--- config.mk ---
export PLATFORM = sky130hd
export DESIGN_NAME = lifo_buffer
export DESIGN_NICKNAME = d
export VERILOG_FILES = /design/src/rtl/lifo_buffer.sv
export SDC_FILE = /design/constraint.sdc
export NUM_CORES = 1
export LEC_CHECK = 0
export BUFFER_PORTS_ARGS = -buffer_cell sky130_fd_sc_hd__buf_2
export CORE_ASPECT_RATIO = 1.5
export CORE_MARGIN = 5
export CORE_UTILIZATION = 60
export DETAILED_ROUTE_END_ITERATION = 16
export PLACE_DENSITY = 0.83
export SYNTH_ARGS = -nofsm -noshare
export SYNTH_HDL_FRONTEND = slang
export SYNTH_SLANG_ARGS = --single-unit
--- constraint.sdc ---
create_clock -name CLK -period 7.58 [get_ports CLK]
set_input_delay 1.137 -clock CLK [delete_from_list [all_inputs] [get_ports CLK]]
set_output_delay 1.137 -clock CLK [all_outputs]
set_load 0.01 [all_outputs]
--- src/rtl/lifo_buffer.sv ---
// Registered LIFO stack of 2**ADDR_WIDTH entries with overflow/underflow flags.
// Define LIFO_BUFFER_STICKY_ERR_EN to make OVF/UDF hold until CLR or reset.
module lifo_buffer #(
    parameter int DATA_WIDTH = 8,
    parameter int ADDR_WIDTH = 3
) (
    input  logic                  CLK,
    input  logic                  nRST,
    input  logic                  CLR,
    input  logic                  PUSH,
    input  logic                  POP,
    input  logic [DATA_WIDTH-1:0] DATA_IN,
    output logic [DATA_WIDTH-1:0] DATA_OUT,
    output logic [ADDR_WIDTH:0]   COUNT,
    output logic                  FULL,
    output logic                  EMPTY,
    output logic                  OVF,
    output logic                  UDF
);

    localparam int DEPTH = 2 ** ADDR_WIDTH;
    localparam logic [ADDR_WIDTH:0] SP_FULL = (ADDR_WIDTH + 1)'(DEPTH);
    localparam logic [ADDR_WIDTH:0] SP_ONE  = (ADDR_WIDTH + 1)'(1);
    localparam logic [ADDR_WIDTH:0] SP_TWO  = (ADDR_WIDTH + 1)'(2);

    // Handshake: PUSH and POP are single-cycle requests sampled on each rising
    // CLK edge; there is no back-pressure, refused requests raise OVF/UDF instead.

    logic [DATA_WIDTH-1:0] mem [DEPTH];
    logic [ADDR_WIDTH:0]   sp;
    logic [DATA_WIDTH-1:0] dout_q;
    logic                  ovf_q;
    logic                  udf_q;

    logic                  is_empty;
    logic                  is_full;
    logic                  do_push;
    logic                  do_swap;
    logic                  do_pop;
    logic                  ovf_req;
    logic                  udf_req;
    logic [ADDR_WIDTH:0]   sp_m1;
    logic [ADDR_WIDTH-1:0] wr_idx;
    logic [ADDR_WIDTH-1:0] top_idx;
    logic [ADDR_WIDTH-1:0] nxt_idx;

    always_comb begin
        is_empty = (sp == '0);
        is_full  = (sp == SP_FULL);
        // Simultaneous push/pop on a non-empty stack replaces the top entry.
        do_swap  = PUSH && POP && !is_empty;
        do_push  = PUSH && !do_swap && !is_full;
        do_pop   = POP && !PUSH && !is_empty;
        ovf_req  = PUSH && !POP && is_full;
        udf_req  = POP && !PUSH && is_empty;
        sp_m1    = sp - SP_ONE;
        wr_idx   = sp[ADDR_WIDTH-1:0];
        top_idx  = ADDR_WIDTH'(sp - SP_ONE);
        nxt_idx  = ADDR_WIDTH'(sp - SP_TWO);
    end

    // Storage is not reset; DATA_OUT is only ever loaded from written entries.
    always_ff @(posedge CLK) begin
        if (!CLR) begin
            if (do_push) begin
                mem[wr_idx] <= DATA_IN;
            end else if (do_swap) begin
                mem[top_idx] <= DATA_IN;
            end
        end
    end

    always_ff @(posedge CLK or negedge nRST) begin
        if (!nRST) begin
            sp     <= '0;
            dout_q <= '0;
        end else if (CLR) begin
            sp     <= '0;
            dout_q <= '0;
        end else if (do_push) begin
            sp     <= sp + SP_ONE;
            dout_q <= DATA_IN;
        end else if (do_swap) begin
            dout_q <= DATA_IN;
        end else if (do_pop) begin
            sp     <= sp_m1;
            dout_q <= (sp >= SP_TWO) ? mem[nxt_idx] : '0;
        end
    end

    always_ff @(posedge CLK or negedge nRST) begin
        if (!nRST) begin
            ovf_q <= 1'b0;
            udf_q <= 1'b0;
        end else if (CLR) begin
            ovf_q <= 1'b0;
            udf_q <= 1'b0;
        end else begin
`ifdef LIFO_BUFFER_STICKY_ERR_EN
            ovf_q <= ovf_q || ovf_req;
            udf_q <= udf_q || udf_req;
`else
            ovf_q <= ovf_req;
            udf_q <= udf_req;
`endif
        end
    end

    assign DATA_OUT = dout_q;
    assign COUNT    = sp;
    assign FULL     = is_full;
    assign EMPTY    = is_empty;
    assign OVF      = ovf_q;
    assign UDF      = udf_q;

endmodule

Word-level counts from Yosys, hierarchy flattened:

Memories as Yosys holds them, arrays and structs flattened.
Index checks and enable logic that the tools add are counted.

* register bits: 14
* RAM bits: 64
* bits of input ports: 13
* output and inout port bits: 16
* logic and storage cells: 51
* memories kept: 1

* $add $sub $neg: 3
* $lt $le $gt $ge: 1
* eq/ne operators: 2
* multiplexer cells: 21
* reduce and logical (&&, ||, !) cells: 19

Memory list
* mem: words 8, width 8, rd ports 1, clocked after Yosys merged registers in 0, write ports 1, line 29 `logic [DATA_WIDTH-1:0] mem [DEPTH];`

Operators by type and width (count)
* $mux W8: 6
* $mux W4: 4
* $mux W1: 10
* $logic_and A1 B1 Y1: 9
* $reduce_or A8 Y1: 1
* $logic_not A1 Y1: 5
* $add A4 B1 Y4 const B: 1
* $eq A4 B4 Y1 const B: 1
* $ge A4 B2 Y1 const B: 1
* $logic_not A4 Y1: 1
* $reduce_bool A4 Y1: 1
* $sub A4 B1 Y4 const B: 1
* $mux W3: 1
* $ne A3 B3 Y1 const B: 1
* $reduce_bool A3 Y1: 1
* $sub A3 B2 Y3 const B: 1
* $reduce_and A2 Y1: 1

Depth between registers and ports, before layout:

Gate-level depths: netlist (run 1).

* word-level depth: 11
* mapped depth: 10
* depth with buffers taken out: 7

Least setup slack after synthesis (run 1):

Ideal clock, no wire load.

* path kind: input to register
* start point: input CLR
* end point: memory mem[6][0], enable pin
* library setup time: 0.375 ns
* arrival time: 2.534 ns
* required time: 7.205 ns
* slack: 4.671 ns
* stages on the path: 4
* path through: clkbuf_1 -> nand3b_1 -> or4_1 -> a21oi_1

* word-level cells in the longest chain between the ends: 4

Ends and longest elaborated chain
* from (decl): line 9 `input logic CLR,`
* $mux W1: line 64 `if (!CLR) begin`
* $mux W1 (not written as such): line 68 `mem[top_idx] <= DATA_IN;`
* $reduce_or A8 Y1 (no source line)
* $mux W3 (no source line) / $mux W1 (equally long branches)
* to (decl): line 29

Parallel ways exist; a longest one is shown, timed or not.

Worst setup path in the final report (run 1):

* start point: register sp[1] (netlist: COUNT[1])
* end point: memory mem[6][7], enable pin

* word-level cells in the longest chain between the ends: 11

Ends and longest elaborated chain
* from (decl): line 30 `logic [ADDR_WIDTH:0] sp;`
* from (signal assigned): line 81 `sp <= sp + SP_ONE;`
* from (signal assigned): line 86 `sp <= sp_m1;`
* $logic_not A4 Y1: line 48 `is_empty = (sp == '0);`
* $logic_not A1 Y1: line 51 `do_swap = PUSH && POP && !is_empty;`
* $logic_and A1 B1 Y1: line 51
* $logic_not A1 Y1: line 52 `do_push = PUSH && !do_swap && !is_full;`
* $logic_and A1 B1 Y1 (2 in series): line 52
* $mux W1: line 65 `if (do_push) begin`
* $mux W1: line 64
* $mux W1 (not written as such): line 68
* $reduce_or A8 Y1 (no source line)
* $mux W3 (no source line) / $mux W1 (equally long branches)

Parallel ways exist; a longest one is shown, timed or not.

==> results of run 1 <==
-- through the flow --
stage               util, %  instance area, µm²  setup WS [ns]  cells  total power [mW]
CTS                   67.58                3881          4.080    328             1.307
finish                67.58                3881          4.020    328             1.300
detailed placement    63.83                3666          4.097    312            0.9804
floorplan                 -                3487          4.671    222            0.8639
global placement      63.83                3666          4.281    312            0.9674
global route          67.58                3881          3.831    328             1.366
-- final cells by class --
type,instances,area [µm²]
Clock inverter,5,83.83
Clock buffer,11,131.4
Tap cell,72,90.09
Inverter,8,37.54
Multi-Input combinational cell,125,1119
Fill cell,415,1862
Timing Repair Buffer,29,147.6
Sequential cell,78,2272
-- power groups by stage --
| stage | Clock [mW] | Combinational (mW) | Sequential, mW |
|---|---|---|---|
| after floorplan | 0 | 0.321 | 0.543 |
| after global placement | 0 | 0.420 | 0.547 |
| after detailed placement | 0 | 0.430 | 0.550 |
| after CTS | 0.334 | 0.431 | 0.541 |
| after global routing | 0.354 | 0.466 | 0.546 |
| final | 0.329 | 0.429 | 0.541 |
-- logic make-up (layout without fill, tap and decap cells) --
logic type,Yosys count,count (layout),share of synthesized area (%)
AO/OA/AOI/OAI,47,47,10.26
multiplexers,17,17,10.66
adder cells (fa/ha/maj),7,7,2.512
AND/OR/NAND/NOR,53,53,8.396
flip-flops,78,78,65.16
buffers and inverters,19,53,2.762
XOR/XNOR,1,1,0.2512
-- flip-flops by register name, indices dropped and copies added (netlist names) --
name / flops
COUNT: 4
DATA_OUT: 8
OVF: 1
UDF: 1
mem: 64
-- synth_stat cells, drive strengths merged (2+ instances only) --
library cell / number
o211ai: 5
o21ai: 5
nand3: 2
mux4: 16
nand2: 17
or4: 3
o2111ai: 2
nor3: 2
a21oi: 13
clkbuf: 3
o31ai: 2
nand3b: 2
nor2b: 4
dfrtp: 14
nand2b: 6
nor4: 4
a211oi: 4
a221o: 8
inv: 7
buf: 8
nor2: 6
edfxtp: 64
ha: 7
a21o: 3
-- per-layer routing --
metal / part of all wire [%] / vias up
met5: 0 / -
met4: 4.7 / 0
met3: 5.5 / 25
met2: 52 / 85
met1: 37 / 1040
li1: - / 945
-- worst paths after layout --
kind | startpoint | slack [ns] | to | cells past startpoint
min in group asynchronous | nRST | 0.69 | COUNT[3]$_DFFE_PN0P_ | 1
max in group asynchronous | nRST | 6.63 | COUNT[1]$_DFFE_PN0P_ | 1
worst max-delay path | COUNT[1]$_DFFE_PN0P_ | 4.02 | mem[6][7]$_DFFE_PP_ | 6
worst min register to register | DATA_OUT[3]$_DFFE_PN0P_ | 0.51 | DATA_OUT[3]$_DFFE_PN0P_ | 1
worst min-delay path | DATA_OUT[3]$_DFFE_PN0P_ | 0.51 | DATA_OUT[3]$_DFFE_PN0P_ | 1
worst max register to register | COUNT[1]$_DFFE_PN0P_ | 4.02 | mem[6][7]$_DFFE_PP_ | 6
-- critical path, cell delays in order, from the launching register on --
cell and delay [ns]:
dfrtp_1 0.68, clkinv_1 0.48, ha_1 0.37, or3b_4 0.31, inv_8 0.06, or4_1 0.55, a21oi_1 0.74
-- placed cells by master, fill, tap and decap left out, types with 2 or more instances in the layout --
master	instances
a21o_1	3
inv_1	6
ha_1	7
nand2_1	17
clkbuf_8	9
a221o_1	8
o2111ai_1	2
nand3b_1	2
dfrtp_1	14
or4_1	2
nor4_1	4
o21ai_0	5
a211oi_1	2
nor3_1	2
bufinv_16	2
clkbuf_1	2
nand3_1	2
nor2b_1	4
nor2_1	6
clkinvlp_4	2
o211ai_1	4
o31ai_1	2
a21oi_1	12
mux4_2	16
nand2b_1	6
edfxtp_1	64
buf_2	28
==> results.toml, run 1 <==
[status]
status = "finished, final reports clean"

[logic_synthesis]
ys_seq_area_share_pct = 65.16
synth_top_area_cell = "edfxtp_1"
yosysWarnings = 0
syn-cell-area_mm2 = 0.003487
syn_area_per_cell_um2 = 15.71
syn_nets = 242
postSynthCellCount = 222
synth_area_leaders = "edfxtp_1 55%, mux4_2 10%, dfrtp_1 10%"
synth.top_cell.area_share_pct = 55.11
ys_ff_latch = 78
synth-edff-count = 64
synth_top_flop_cell = "edfxtp_1"
synth.distinct_cells = 48
async_flop_share_pct = 17.95

[power_and_ir_drop]
ir_drop_uv = 170.6
power.density_mw_per_mm2 = 334.9
share_comb_of_total_power_pct = 33.0
power.share.switching_pct = 32.38
intPower_mw = 0.8788
leakagePower_nw = 1.403
p_seq_share_pct = 41.7
power.share.clock_pct = 25.3
switchingPower_mw = 0.4208

[grt]
track_usage_pct = 21.94
grtUsageMet1_pct = 25.18
grt_pass1_wl_um = 11510
grt_pass1_vias = 2184
use_met3_pct = 3.772
grt_max_degree = 26
grt_most_used_layer = "met2"
grt_remaining_overflow = 0
gr-usage-met2_pct = 36.84
antenna_found_initial = 0

[placement]
io_buffer_count = 28
place_congestion = 0.8513
place_hpwl_um = 5049

[floorplan]
die_w_um = 72.25
rows = 34
io_pins = 29
die-area_mm2 = 0.007468
coreArea_mm2 = 0.005743
start_util_pct = 60.72
die_h_um = 103.4

[routing]
wl_per_cell_um = 22.52
post-route-drc-count = 0
num_vias = 2095
wirelength_um = 7385
drt-pass1-iter-count = 5
antenna_left = 0
via_per_inst = 6.387
drtIter0Drc = 207

[sta]
holdWs_ns = 0.5147
worstMarginPinSlew_ns = 0.8870
finalSetupTns_ns = 0
finClkSkew_ns = 0.01094
period_share_pct = 46.97
finalHoldViolCount = 0
rsz0062_at_grt = "no"
clock.fmax_mhz = 280.9
setup_viol = 0
fin_crit_ns = 3.560
slew_headroom_pct = 40.87
slew_viol_final = 0

[critical_path]
cp-end-kind = "register"
worstPathRequired_ns = 7.55
crit_arrival_ns = 3.53
crit_path_start_kind = "register"
cp_max_fo = 16
worstSetupPathType = "register to register"

[clock_tree]
cts.sinks = 78
ctsLongestPathBuffers = 2
tritoncts = "yes"
cts_buffers = 9
htree_levels = 3
cts_resized = 0
insertion_delay_ns = 0.34
holdBufCountCts = 0
clk_pin_slew_ns = 0.08
cts-root-buf = "clkbuf_8"
cts_setup_buffers = 0

[job]
drv_cap = 0

[cells_and_area]
finalNetCount = 271
n_antenna_cell = 0
drive_gt1_share_pct = 26.17
area_growth_pct = 11.30

[worst_hold_path]
hp-class = "register to register"
(Power assumes the default switching activity.)
==> run 2, diff against run 1 <==
ABC_AREA = 1   (was unset)
clock period = 3.5 ns   (was 7.58 ns; I/O delays follow)
==> results.toml, run 2 <==
[status]
status = "finished, final reports clean"

[job]
drv_cap = 0

[sta]
slew_viol_final = 0
fin_crit_ns = 2.761
clock.fmax_mhz = 362.3
rsz0062_at_grt = "no"
period_share_pct = 78.87
setup_viol = 0
worstMarginPinSlew_ns = 0.6523
slew_headroom_pct = 56.35
finalSetupTns_ns = 0
finalHoldViolCount = 0
finClkSkew_ns = 0.008540

[cells_and_area]
final_common_cell = "nand2_1"
drive_gt1_share_pct = 17.94
mostFrequentLayoutCells = "144 x nand2_1, 64 x edfxtp_1, 54 x nand3_1"
finalNetCount = 433
n_antenna_cell = 0
nFillCells = 468
fin_util_pct = 67.68
fin_cells = 492
largest_register = "mem"
largest_reg_flops = 64
area_growth_pct = 9.329

[grt]
grt_most_used_layer = "met2"
grt_pass1_wl_um = 12350
grtUsageMet1_pct = 26.31
antenna_found_initial = 0
grt_max_degree = 39
use_met3_pct = 5.421
track_usage_pct = 21.14
gr-usage-met2_pct = 34.23
grt_pass1_vias = 2493
grt_remaining_overflow = 0

[placement]
place_hpwl_um = 5619
dp_cells = 476
place_congestion = 0.9965
io_buffer_count = 28

[routing]
wl_per_cell_um = 15.63
wirelength_um = 7689
num_vias = 2583
drtIter0Drc = 219
antenna_left = 0
post-route-drc-count = 0
drt-pass1-iter-count = 5
via_per_inst = 5.250

[floorplan]
die-area_mm2 = 0.008100
die_w_um = 75.17
die_h_um = 107.8
rows = 35
io_pins = 29
start_util_pct = 61.90
coreArea_mm2 = 0.006175

[clock_tree]
insertion_delay_ns = 0.35
holdBufCountCts = 0
cts-root-buf = "clkbuf_8"
tritoncts = "yes"
clk_pin_slew_ns = 0.08
ctsLongestPathBuffers = 2
cts_setup_buffers = 0
htree_levels = 3
cts_resized = 0
cts_buffers = 9
cts.sinks = 78

[logic_synthesis]
yosysWarnings = 0
synth.distinct_cells = 26
ys_seq_area_share_pct = 59.44
synth_area_leaders = "edfxtp_1 50%, nand2_1 14%, dfrtp_1 9.2%"
synth_fa_ha_area_share_pct = 2.291
synth_top_flop_cell = "edfxtp_1"
syn_area_per_cell_um2 = 9.903
async_flop_share_pct = 17.95
postSynthCellCount = 386
synth_xor_xnor_area_share_pct = 0.6874
yosysMostFrequentCell = "nand2_1"
muxShareOfSynthArea_pct = 0
syn-cell-area_mm2 = 0.003822
ys_ff_latch = 78
synth_top_area_cell = "edfxtp_1"
synth_compound_area_share_pct = 1.538
synth_top_family_by_area = "simple AND/OR/NAND/NOR gates"
synth_common_cells = "144 x nand2_1, 64 x edfxtp_1, 54 x nand3_1"
syn_nets = 406
synth.top_cell.area_share_pct = 50.28
synth-edff-count = 64
synthSimpleGateAreaFrac_pct = 28.90

[critical_path]
cp-end-kind = "register"
cp_max_fo = 21
crit_path_start_kind = "register"
worstSetupPathType = "register to register"
ff2ff_path_depth = 9
worstPathRequired_ns = 3.49
crit_arrival_ns = 2.75

[power_and_ir_drop]
ir_drop_uv = 492.9
leakagePower_nw = 1.913
power.density_mw_per_mm2 = 703.1

[worst_hold_path]
hp-class = "input port to asynchronous set/reset pin"
==> run 2: cell types whose count changed after synthesis, sizes merged, moves of 4 or more <==
cell,previous run,this run
mux4,16,0
a221o,8,0
nor2b,4,0
nand2,17,154
buf,8,12
o211ai,5,0
nor2,6,16
nand3,2,59
nand2b,6,0
a21oi,13,0
inv,7,47
a211oi,4,0
==> run 2: final cells by class <==
class / count / area [µm²] / area share [%]
Tap cell: 74 / 92.59 / 2.216
Clock inverter: 7 / 73.82 / 1.766
Sequential cell: 78 / 2272 / 54.37
Multi-Input combinational cell: 247 / 1277 / 30.57
Clock buffer: 9 / 123.9 / 2.964
Timing Repair Buffer: 30 / 155.1 / 3.713
Inverter: 47 / 183.9 / 4.401
==> run 2: final timing paths <==
path                            slack [ns]                    start                       to
min in group CLK                      0.41                     PUSH            UDF$_DFF_PN0_
worst min register to register        0.48  DATA_OUT[7]$_DFFE_PN0P_  DATA_OUT[7]$_DFFE_PN0P_
worst max register to register        0.74     COUNT[1]$_DFFE_PN0P_      mem[6][4]$_DFFE_PP_
worst max-delay path                  0.74     COUNT[1]$_DFFE_PN0P_      mem[6][4]$_DFFE_PP_
max in group asynchronous             3.21                     nRST     COUNT[3]$_DFFE_PN0P_
worst min-delay path                  0.06                     nRST  DATA_OUT[1]$_DFFE_PN0P_
==> run 2: per-layer routing <==
layer / part of all wire [%] / wire [µm]
met3: 7.1 / 543
met4: 3.1 / 241
met1: 40 / 3091
met2: 50 / 3813
met5: 0 / 0
==> run 2: cells by family (layout without fill, tap and decap cells) <==
group                      count (synthesis)  count (layout)
buffers and inverters                     61              93
adders and majority gates                  7               7
and+or+nand+nor                          230             230
AOI/OAI and AO/OA                          7               7
xor gates and xnor gates                   3               3
DFF                                       78              78
==> run 2: stage by stage <==
stage               instance area [µm²]  hold slack (ns)  worst slack (ns)  power, mW
floorplan                          3822           0.2294            0.9557      2.045
global placement                   3981           0.4286            0.8695      2.274
detailed placement                 3981           0.4397            0.7396      2.301
CTS                                4179          0.05344            0.7244      2.956
global route                       4179          0.06699            0.5312      3.134
finish                             4179          0.05666            0.7395      2.938
==> run 2: critical path: stages (launching register included) <==
cell	delay [ns]
dfrtp_1	0.77
inv_1	0.14
ha_1	0.28
nand3_2	0.11
nand2_2	0.14
inv_4	0.12
nand3_2	0.09
nand2_2	0.09
nand3_2	0.12
nor2_1	0.53
==> run 2: where the power goes <==
part           internal [mW]  total [mW]  switching, mW
sequential              1.12        1.22         0.0994
combinational          0.353        1.06          0.703
clock                  0.331       0.664          0.332
